### src/rtl/mixer_ctrl_pkg.sv
// Shared definitions for the mixer controller: FSM encoding and default widths.
package mixer_ctrl_pkg;

  localparam int ADDR_W_DEF  = 8;
  localparam int PHASE_W_DEF = 16;
  localparam int LUT_AW      = 8;

  typedef enum logic [1:0] {
    S_IDLE  = 2'd0,
    S_RUN   = 2'd1,
    S_DRAIN = 2'd2,
    S_DONE  = 2'd3
  } state_t;

endpackage

### src/rtl/mixer_ctrl_nco_phase_acc.sv
// NCO phase accumulator; exposes only the top OUT_W bits used to address the sin/cos LUT.
module nco_phase_acc #(
  parameter int W     = 16,
  parameter int OUT_W = 8
) (
  input  logic             clk,
  input  logic             rst,
  input  logic             clr,
  input  logic             en,
  input  logic [W-1:0]     inc,
  output logic [OUT_W-1:0] phase
);

  logic [W-1:0] acc;

  // Wraps naturally modulo 2^W; clear wins over advance.
  always_ff @(posedge clk or posedge rst) begin
    if (rst) begin
      acc <= '0;
    end else if (clr) begin
      acc <= '0;
    end else if (en) begin
      acc <= acc + inc;
    end
  end

  assign phase = acc[W-1 -: OUT_W];

endmodule

### src/rtl/mixer_ctrl.sv
// Mixer job controller: streams samples past an NCO-addressed sin/cos LUT into an
// external complex multiplier and writes each product back to a result RAM.
module mixer_ctrl
  import mixer_ctrl_pkg::*;
#(
  parameter int ADDR_W  = ADDR_W_DEF,
  parameter int PHASE_W = PHASE_W_DEF
) (
  input  logic               clk,
  input  logic               rst,
  input  logic               start_i,
  input  logic               abort_i,
  input  logic [ADDR_W-1:0]  len_i,
  input  logic [PHASE_W-1:0] phase_inc_i,
  output logic               busy_o,
  output logic               done_o,
  output logic               smp_rd_o,
  output logic [ADDR_W-1:0]  smp_addr_o,
  input  logic [7:0]         smp_real_i,
  input  logic [7:0]         smp_imag_i,
  output logic [LUT_AW-1:0]  lut_addr_o,
  input  logic [7:0]         lut_cos_i,
  input  logic [7:0]         lut_sin_i,
  output logic [7:0]         mult_real_o,
  output logic [7:0]         mult_imag_o,
  output logic [7:0]         mult_cos_o,
  output logic [7:0]         mult_sin_o,
  output logic               mult_valid_o,
  input  logic [15:0]        mult_yreal_i,
  input  logic [15:0]        mult_yimag_i,
  input  logic               mult_valid_i,
  output logic               res_we_o,
  output logic [ADDR_W-1:0]  res_addr_o,
  output logic [31:0]        res_data_o
);

  state_t             state;
  logic [ADDR_W-1:0]  len_q;
  logic [ADDR_W-1:0]  rd_cnt;
  logic [ADDR_W-1:0]  wr_cnt;
  logic [PHASE_W-1:0] inc_q;
  logic               abort_hit;
  logic               acc_clr;

  assign abort_hit  = abort_i && ((state == S_RUN) || (state == S_DRAIN));
  assign acc_clr    = (state == S_IDLE) && start_i;
  assign smp_addr_o = rd_cnt;

  // Operands are gated by the strobe so they read as zero outside a valid beat.
  assign mult_real_o = mult_valid_o ? smp_real_i : 8'd0;
  assign mult_imag_o = mult_valid_o ? smp_imag_i : 8'd0;
  assign mult_cos_o  = mult_valid_o ? lut_cos_i  : 8'd0;
  assign mult_sin_o  = mult_valid_o ? lut_sin_i  : 8'd0;

  nco_phase_acc #(
    .W     (PHASE_W),
    .OUT_W (LUT_AW)
  ) u_nco (
    .clk   (clk),
    .rst   (rst),
    .clr   (acc_clr),
    .en    (smp_rd_o),
    .inc   (inc_q),
    .phase (lut_addr_o)
  );

  always_ff @(posedge clk or posedge rst) begin
    if (rst) begin
      state        <= S_IDLE;
      len_q        <= '0;
      inc_q        <= '0;
      rd_cnt       <= '0;
      wr_cnt       <= '0;
      busy_o       <= 1'b0;
      done_o       <= 1'b0;
      smp_rd_o     <= 1'b0;
      mult_valid_o <= 1'b0;
      res_we_o     <= 1'b0;
      res_addr_o   <= '0;
      res_data_o   <= '0;
    end else begin
      done_o       <= 1'b0;
      res_we_o     <= 1'b0;
      mult_valid_o <= smp_rd_o && !abort_hit;

      if (abort_hit) begin
        // Abort drops everything in flight; late results land in IDLE and are ignored.
        state    <= S_IDLE;
        busy_o   <= 1'b0;
        smp_rd_o <= 1'b0;
      end else begin
        if (mult_valid_i && (state != S_IDLE)) begin
          res_we_o   <= 1'b1;
          res_addr_o <= wr_cnt;
          res_data_o <= {mult_yreal_i, mult_yimag_i};
          wr_cnt     <= wr_cnt + ADDR_W'(1);
        end

        case (state)
          S_IDLE: begin
            if (start_i) begin
              len_q  <= len_i;
              inc_q  <= phase_inc_i;
              rd_cnt <= '0;
              wr_cnt <= '0;
              busy_o <= 1'b1;
              if (len_i == '0) begin
                state  <= S_DONE;
                done_o <= 1'b1;
              end else begin
                state    <= S_RUN;
                smp_rd_o <= 1'b1;
              end
            end
          end

          S_RUN: begin
            rd_cnt <= rd_cnt + ADDR_W'(1);
            if (rd_cnt == len_q - ADDR_W'(1)) begin
              state    <= S_DRAIN;
              smp_rd_o <= 1'b0;
            end
          end

          // Completion is keyed on the last write, so any multiplier latency works.
          S_DRAIN: begin
            if (res_we_o && (res_addr_o == len_q - ADDR_W'(1))) begin
              state  <= S_DONE;
              done_o <= 1'b1;
            end
          end

          S_DONE: begin
            state  <= S_IDLE;
            busy_o <= 1'b0;
          end

          default: begin
            state  <= S_IDLE;
            busy_o <= 1'b0;
          end
        endcase
      end
    end
  end

endmodule

### config.mk
export PLATFORM = sky130hd
export DESIGN_NAME = mixer_ctrl
export DESIGN_NICKNAME = d
export VERILOG_FILES = /design/src/rtl/mixer_ctrl_pkg.sv /design/src/rtl/mixer_ctrl_nco_phase_acc.sv /design/src/rtl/mixer_ctrl.sv
export SDC_FILE = /design/constraint.sdc
export NUM_CORES = 1
export LEC_CHECK = 0
export ABC_AREA = 1
export ABC_CLOCK_PERIOD_IN_PS = 7800
export BUFFER_PORTS_ARGS = -buffer_cell sky130_fd_sc_hd__buf_2
export CORE_MARGIN = 4
export CORE_UTILIZATION = 48
export CTS_CLUSTER_DIAMETER = 40
export DETAILED_ROUTE_END_ITERATION = 8
export PLACE_DENSITY_LB_ADDON = 0.3
export SYNTH_ARGS = -nofsm -noshare
export SYNTH_HDL_FRONTEND = slang
export SYNTH_HIERARCHICAL = 1
export SYNTH_SLANG_ARGS = --single-unit
### constraint.sdc
create_clock -name clk -period 7.8 [get_ports clk]
set_input_delay 1.17 -clock clk [delete_from_list [all_inputs] [get_ports clk]]
set_output_delay 1.17 -clock clk [all_outputs]
set_load 0.05 [all_outputs]
==> results.toml, run 1 <==
[floorplanning]
core_area_um2 = 12200
die_y_um = 120
rows = 40
die_x_um = 120
initial_core_util = 0.494
io_pins = 186
die_area_um2 = 14400

[detailed_routing]
highest_layer = "met4"
route.met3.wl_um = 1350
wl_per_cell_um = 13.0
routed_wl_um = 15400
initialDrtViolationCount = 442
vias = 5689
vias_per_cell = 4.81
wl_met2_um = 6950
dr.pass1.iters = 5
wirelength_met1_um = 6840
route.detailed.drc = 0
detail-route-antenna-nets = 0

[cells_and_area]
stdcell_count = 1183
n_antenna_cell = 0
drive_gt1_frac = 0.243
design_area_um2 = 7300
nets = 1128
syn_to_final_growth_pct = 21.4

[worst_setup_path]
worst-setup-path-type = "flop to output pin"
cp.arrival_ns = 1.85
slowest_stage = "dfrtp_1"
crit_path_end_kind = "output pin"
critPathLaunchType = "flop"
worst_ep_required_time_ns = 6.63
critPathMaxStageDelay_ns = 0.91
path_max_fanout = 33
path_cells = "nand2_1, inv_1, buf_2"

[logic_synthesis]
synthDistinctLibCells = 41
ys_seq_elements = 103
yosys.area.top_type = "dfrtp_1"
syn_area_per_cell_um2 = 7.17
synth_fp_nets = 956
ys_warn_count = 6
yosysSeqAreaShare = 0.429
postSynthCellCount = 839
syn_area_um2 = 6010
yosys-top-cells-area = "dfrtp_1 (43%), nand2_1 (22%), inv_1 (7.1%)"
synth_top_area_share = 0.429

[timing]
rsz0062_at_grt = "no"
fmax_ghz = 0.331
worst_slew_pin_slew_ns = 1.08
min_period_ns = 3.02
finalCritPeriodShare = 0.387
fin_tns_setup_ns = 0
layout_setup_ws_ns = 4.78
maxSlewViolCount = 0
skew_ns = 0.00608
maxSlewHeadroom = 0.283
timing.final.hold_violations = 0
setup_violations = 0

[global_route]
antenna_found_initial = 0
grt_pass1_wl_um = 25900
grt_max_degree = 88
grt_pass1_vias = 5437
grt_usage = 0.221
overflow = 0

[cts]
clock_latency_ns = 0.34
clockBufferDepth = 2
clock_sinks = 103
post_cts_buffers = 0
numCtsBuffers = 9
h-tree-depth = 3
clock-root-buffer = "clkbuf_16"
cts_resized = 0
tritoncts = "built"
clk_pin_slew_ns = 0.08
hold_buffers = 0

[hold_path]
hp-class = "flop to flop"

[placement]
gp_congestion = 0.865
portBuffers = 185
place_hpwl_um = 12000
place_area_um2 = 7020
place_ws_ns = 4.51
place_inst = 1168

[run]
cap_violations = 0

[run_status]
status = "finished clean"

[pwr]
leakage_uw = 0.00444
ir_drop_mv = 0.283
pwr_density_cell_nw_per_um2 = 450
-- final timing paths --
kind                            cells after the start             to          start  slack (ns)
worst max register to register                     11      wr_cnt[6]       state[0]        4.99
min in group asynchronous                           2   u_nco/acc[0]            rst        0.95
worst min-delay path                                2  res_data_o[8]  res_data_o[8]        0.47
worst max-delay path                                3  mult_sin_o[5]   mult_valid_o        4.78
max in group asynchronous                           3       len_q[7]            rst        5.93
worst min register to register                      2  res_data_o[8]  res_data_o[8]        0.47
-- registers in the layout, summed over array words and instances, names as in the netlist --
name,flops
wr_cnt,8
u_nco/acc,16
len_q,8
res_we_o,1
smp_addr_o,8
mult_valid_o,1
busy_o,1
res_addr_o,8
inc_q,16
res_data_o,32
state,2
done_o,1
smp_rd_o,1
-- cell usage after synthesis (all sizes together) --
cell type,instances
nand2,360
inv,126
dfrtp,103
nand3,51
nor2,50
o21ai,44
ha,23
a21oi,17
buf,17
nor3,11
clkbuf,9
nand3b,5
nand4,5
xor2,4
o22ai,3
or2,2
a22o,1
a31oi,1
and2,1
and3,1
fa,1
nor3b,1
nor4,1
o221ai,1
xnor2,1
-- per-layer routing --
layer / vias up / GRT usage
met4: 0 / 0.0659
met1: 2544 / 0.286
met5: - / 0
met2: 208 / 0.364
li1: 2919 / -
met3: 18 / 0.0566
-- through the flow --
step / hold WS [ns] / utilization / power [µW]
2_1_floorplan: 0.448 / - / 2440
6_report: 0.469 / 0.600 / 3280
3_3_place_gp: 0.451 / 0.577 / 2830
5_1_grt: 0.503 / 0.600 / 3560
4_1_cts: 0.475 / 0.600 / 3300
3_5_place_dp: 0.456 / 0.577 / 2860
-- layout by cell type, fill, tap and decap left out, drive strengths merged --
| cell | instances |
|---|---|
| and2 | 1 |
| a22o | 1 |
| or2 | 2 |
| and3 | 1 |
| nand3 | 51 |
| nor2 | 50 |
| ha | 23 |
| dfrtp | 103 |
| fa | 1 |
| a31oi | 1 |
| nand4 | 5 |
| buf | 187 |
| nor3 | 11 |
| nor4 | 1 |
| xnor2 | 1 |
| a21oi | 17 |
| clkinv | 2 |
| inv | 129 |
| nor3b | 1 |
| clkinvlp | 1 |
| o22ai | 3 |
| o21ai | 44 |
| nand3b | 5 |
| clkbuf | 9 |
| o221ai | 1 |
| xor2 | 4 |
| nand2 | 360 |
-- cell families after synthesis --
kind of cell,Yosys count,share of synthesized area
AND/OR/NAND/NOR,488,0.348
buffers and inverters,152,0.102
flip-flops,103,0.429
AO/OA/AOI/OAI,67,0.0622
adder cells (fa/ha/maj),24,0.0512
XOR/XNOR,5,0.00728
-- critical path: cells and delay by family (launching register included) --
kind | cells | cell delay (ns)
flops | 1 | 0.91
buf+inv | 2 | 0.35
simple gates | 1 | 0.23
-- power by group --
part	switching, µW	leakage, µW	internal [µW]	total, µW
Clock	211	0.000136	221	432
Sequential	179	0.00132	745	925
Combinational	1400	0.00298	524	1930
Total	1790	0.00444	1490	3280
-- cell type report --
cell class / count / area [µm²]
fillers: 1181 / 4860
multi-input cells: 584 / 2820
flip-flops and latches: 103 / 2580
repair buffers: 187 / 941
inverters: 126 / 474
clock buffers: 9 / 225
well taps: 168 / 210
clock inverters: 6 / 52.6
Note: power is estimated with default switching activity, not from simulation.
==> inputs of run 2 (changes only) <==
--- a/config.mk
+++ b/config.mk
@@ -6,10 +6,10 @@
 export NUM_CORES = 1
 export LEC_CHECK = 0
 export ABC_AREA = 1
-export ABC_CLOCK_PERIOD_IN_PS = 7800
+export ABC_CLOCK_PERIOD_IN_PS = 2600
 export BUFFER_PORTS_ARGS = -buffer_cell sky130_fd_sc_hd__buf_2
 export CORE_MARGIN = 4
-export CORE_UTILIZATION = 48
+export CORE_UTILIZATION = 47
 export CTS_CLUSTER_DIAMETER = 40
 export DETAILED_ROUTE_END_ITERATION = 8
 export PLACE_DENSITY_LB_ADDON = 0.3
==> constraint.sdc (replaced) <==
create_clock -name clk -period 2.6 [get_ports clk]
set_input_delay 0.39 -clock clk [delete_from_list [all_inputs] [get_ports clk]]
set_output_delay 0.39 -clock clk [all_outputs]
set_load 0.05 [all_outputs]
==> run 2 against run 1 <==
Compared with the run above:
- sequential share of layout area shrank 0.49 points
- combinational power rose to 3.0 times the previous value
- hold slack worse by 0.31 ns
- final area grew 1.4%
- global-route usage decreased by 0.55 points
- die area is 2.0% higher
- flip-flop and latch count unchanged
- register-to-register slack worse by 4.5 ns
- clock power grew to 3.1 times the previous value
- first-iteration DRC count is 21% lower
- highest routed layer unchanged
==> results.toml, run 2 (synthesized netlist as in run 1, its figures left out) <==
[cells_and_area]
final_common_cell = "nand2_1"
drive_gt1_frac = 0.250
stdcell_count = 1196
top_register = "res_data_o"
fin_util = 0.589
nets = 1136
largest_reg_flops = 32
syn_to_final_growth_pct = 23.1
most-common-layout-cells = "nand2_1 (349), buf_2 (185), inv_1 (112)"
n_antenna_cell = 0
top_regs = "res_data_o: 32 flops, inc_q: 16 flops, u_nco/acc: 16 flops"

[detailed_routing]
vias_per_cell = 4.75
vias = 5684
wl_per_cell_um = 13.1
detail-route-antenna-nets = 0
initialDrtViolationCount = 348
route.detailed.drc = 0
dr.pass1.iters = 4
routed_wl_um = 15600

[hold_path]
hp-class = "input pin to async pin"

[cts]
numCtsBuffers = 9
hold_buffers = 0
clock_latency_ns = 0.35
clock-root-buffer = "clkbuf_16"
h-tree-depth = 3
clk_pin_slew_ns = 0.07
clockBufferDepth = 2
clock_sinks = 103
post_cts_buffers = 0
tritoncts = "built"
cts_resized = 0

[timing]
maxSlewViolCount = 0
finalCritPeriodShare = 0.838
skew_ns = 0.00596
fmax_ghz = 0.459
min_period_ns = 2.18
rsz0062_at_grt = "no"
worst_slew_pin_slew_ns = 0.715
layout_setup_ws_ns = 0.422
timing.final.hold_violations = 0
setup_violations = 0
maxSlewHeadroom = 0.522
fin_tns_setup_ns = 0

[floorplanning]
io_pins = 186
rows = 41
die_x_um = 121
initial_core_util = 0.478
core_area_um2 = 12600
die_area_um2 = 14700
die_y_um = 121

[global_route]
grt_pass1_wl_um = 25200
grt_usage = 0.215
grt_pass1_vias = 5271
antenna_found_initial = 0
overflow = 0
grt_max_degree = 38

[pwr]
leakage_uw = 0.00449
ir_drop_mv = 0.836
pwr_density_cell_nw_per_um2 = 1350
power.total_uw = 9970

[worst_setup_path]
crit_path_end_kind = "output pin"
worst-setup-path-type = "flop to output pin"
worst_ep_required_time_ns = 2.21
critPathLaunchType = "flop"
slowest_stage = "dfrtp_1"
path_max_fanout = 26
path_cells = "buf_4, nand2_1, inv_1, buf_2"
cp.arrival_ns = 1.79
critPathMaxStageDelay_ns = 0.80
worst-path-buf-inv = 3
crit_family = "flip-flops"

[placement]
gp_congestion = 0.911
place_hpwl_um = 12300
place_inst = 1180
place_ws_ns = 0.452
portBuffers = 185

[run_status]
status = "finished clean"

[run]
cap_violations = 0
[run 2: final cells by class]
cell class | instances | area (µm²)
timing repair buffer | 195 | 1010
tap | 172 | 215
sequential | 103 | 2580
inverter | 126 | 477
multi-input combinational | 584 | 2820
clock inverter | 6 | 61.3
clock buffer | 10 | 239
fill | 1172 | 5160
[run 2: worst register-to-register path, cell delays in order, from the launching register on]
cell and delay (ns):
dfrtp_1 0.41, inv_1 0.10, ha_1 0.31, nand2_1 0.17, inv_2 0.15, nor2_8 0.26
nand2_2 0.10, nor2_2 0.12, nand2_1 0.11, nor2_2 0.12, a21oi_1 0.07, nor3_1 0.16
[run 2: worst paths after layout]
path | startpoint | endpoint | slack (ns) | cells past startpoint
max | mult_valid_o | mult_real_o[0] | 0.42 | 4
min | rst | res_data_o[14] | 0.16 | 2
max reg2reg | state[0] | wr_cnt[7] | 0.45 | 11
min reg2reg | res_data_o[30] | res_data_o[30] | 0.47 | 2
max in group asynchronous | rst | smp_addr_o[3] | 1.81 | 3
min in group clk | mult_yimag_i[2] | res_data_o[2] | 0.23 | 3
[run 2: per-stage QoR]
step	instance area (µm²)	hold WS [ns]
2_1_floorplan	6020	0.304
3_3_place_gp	7100	0.451
3_5_place_dp	7100	0.455
4_1_cts	7400	0.173
5_1_grt	7400	0.209
6_report	7400	0.156
[run 2: where the power goes]
group | switching, µW | leakage [µW] | internal [µW]
combinational | 4250 | 0.00302 | 1620
sequential | 515 | 0.00132 | 2240
clock | 647 | 0.000144 | 700
[run 2: layer usage]
layer	GRT usage	part of all wire
met1	0.276	0.45
met2	0.358	0.45
met3	0.0625	0.088
met4	0.0552	0.013
met5	0	0
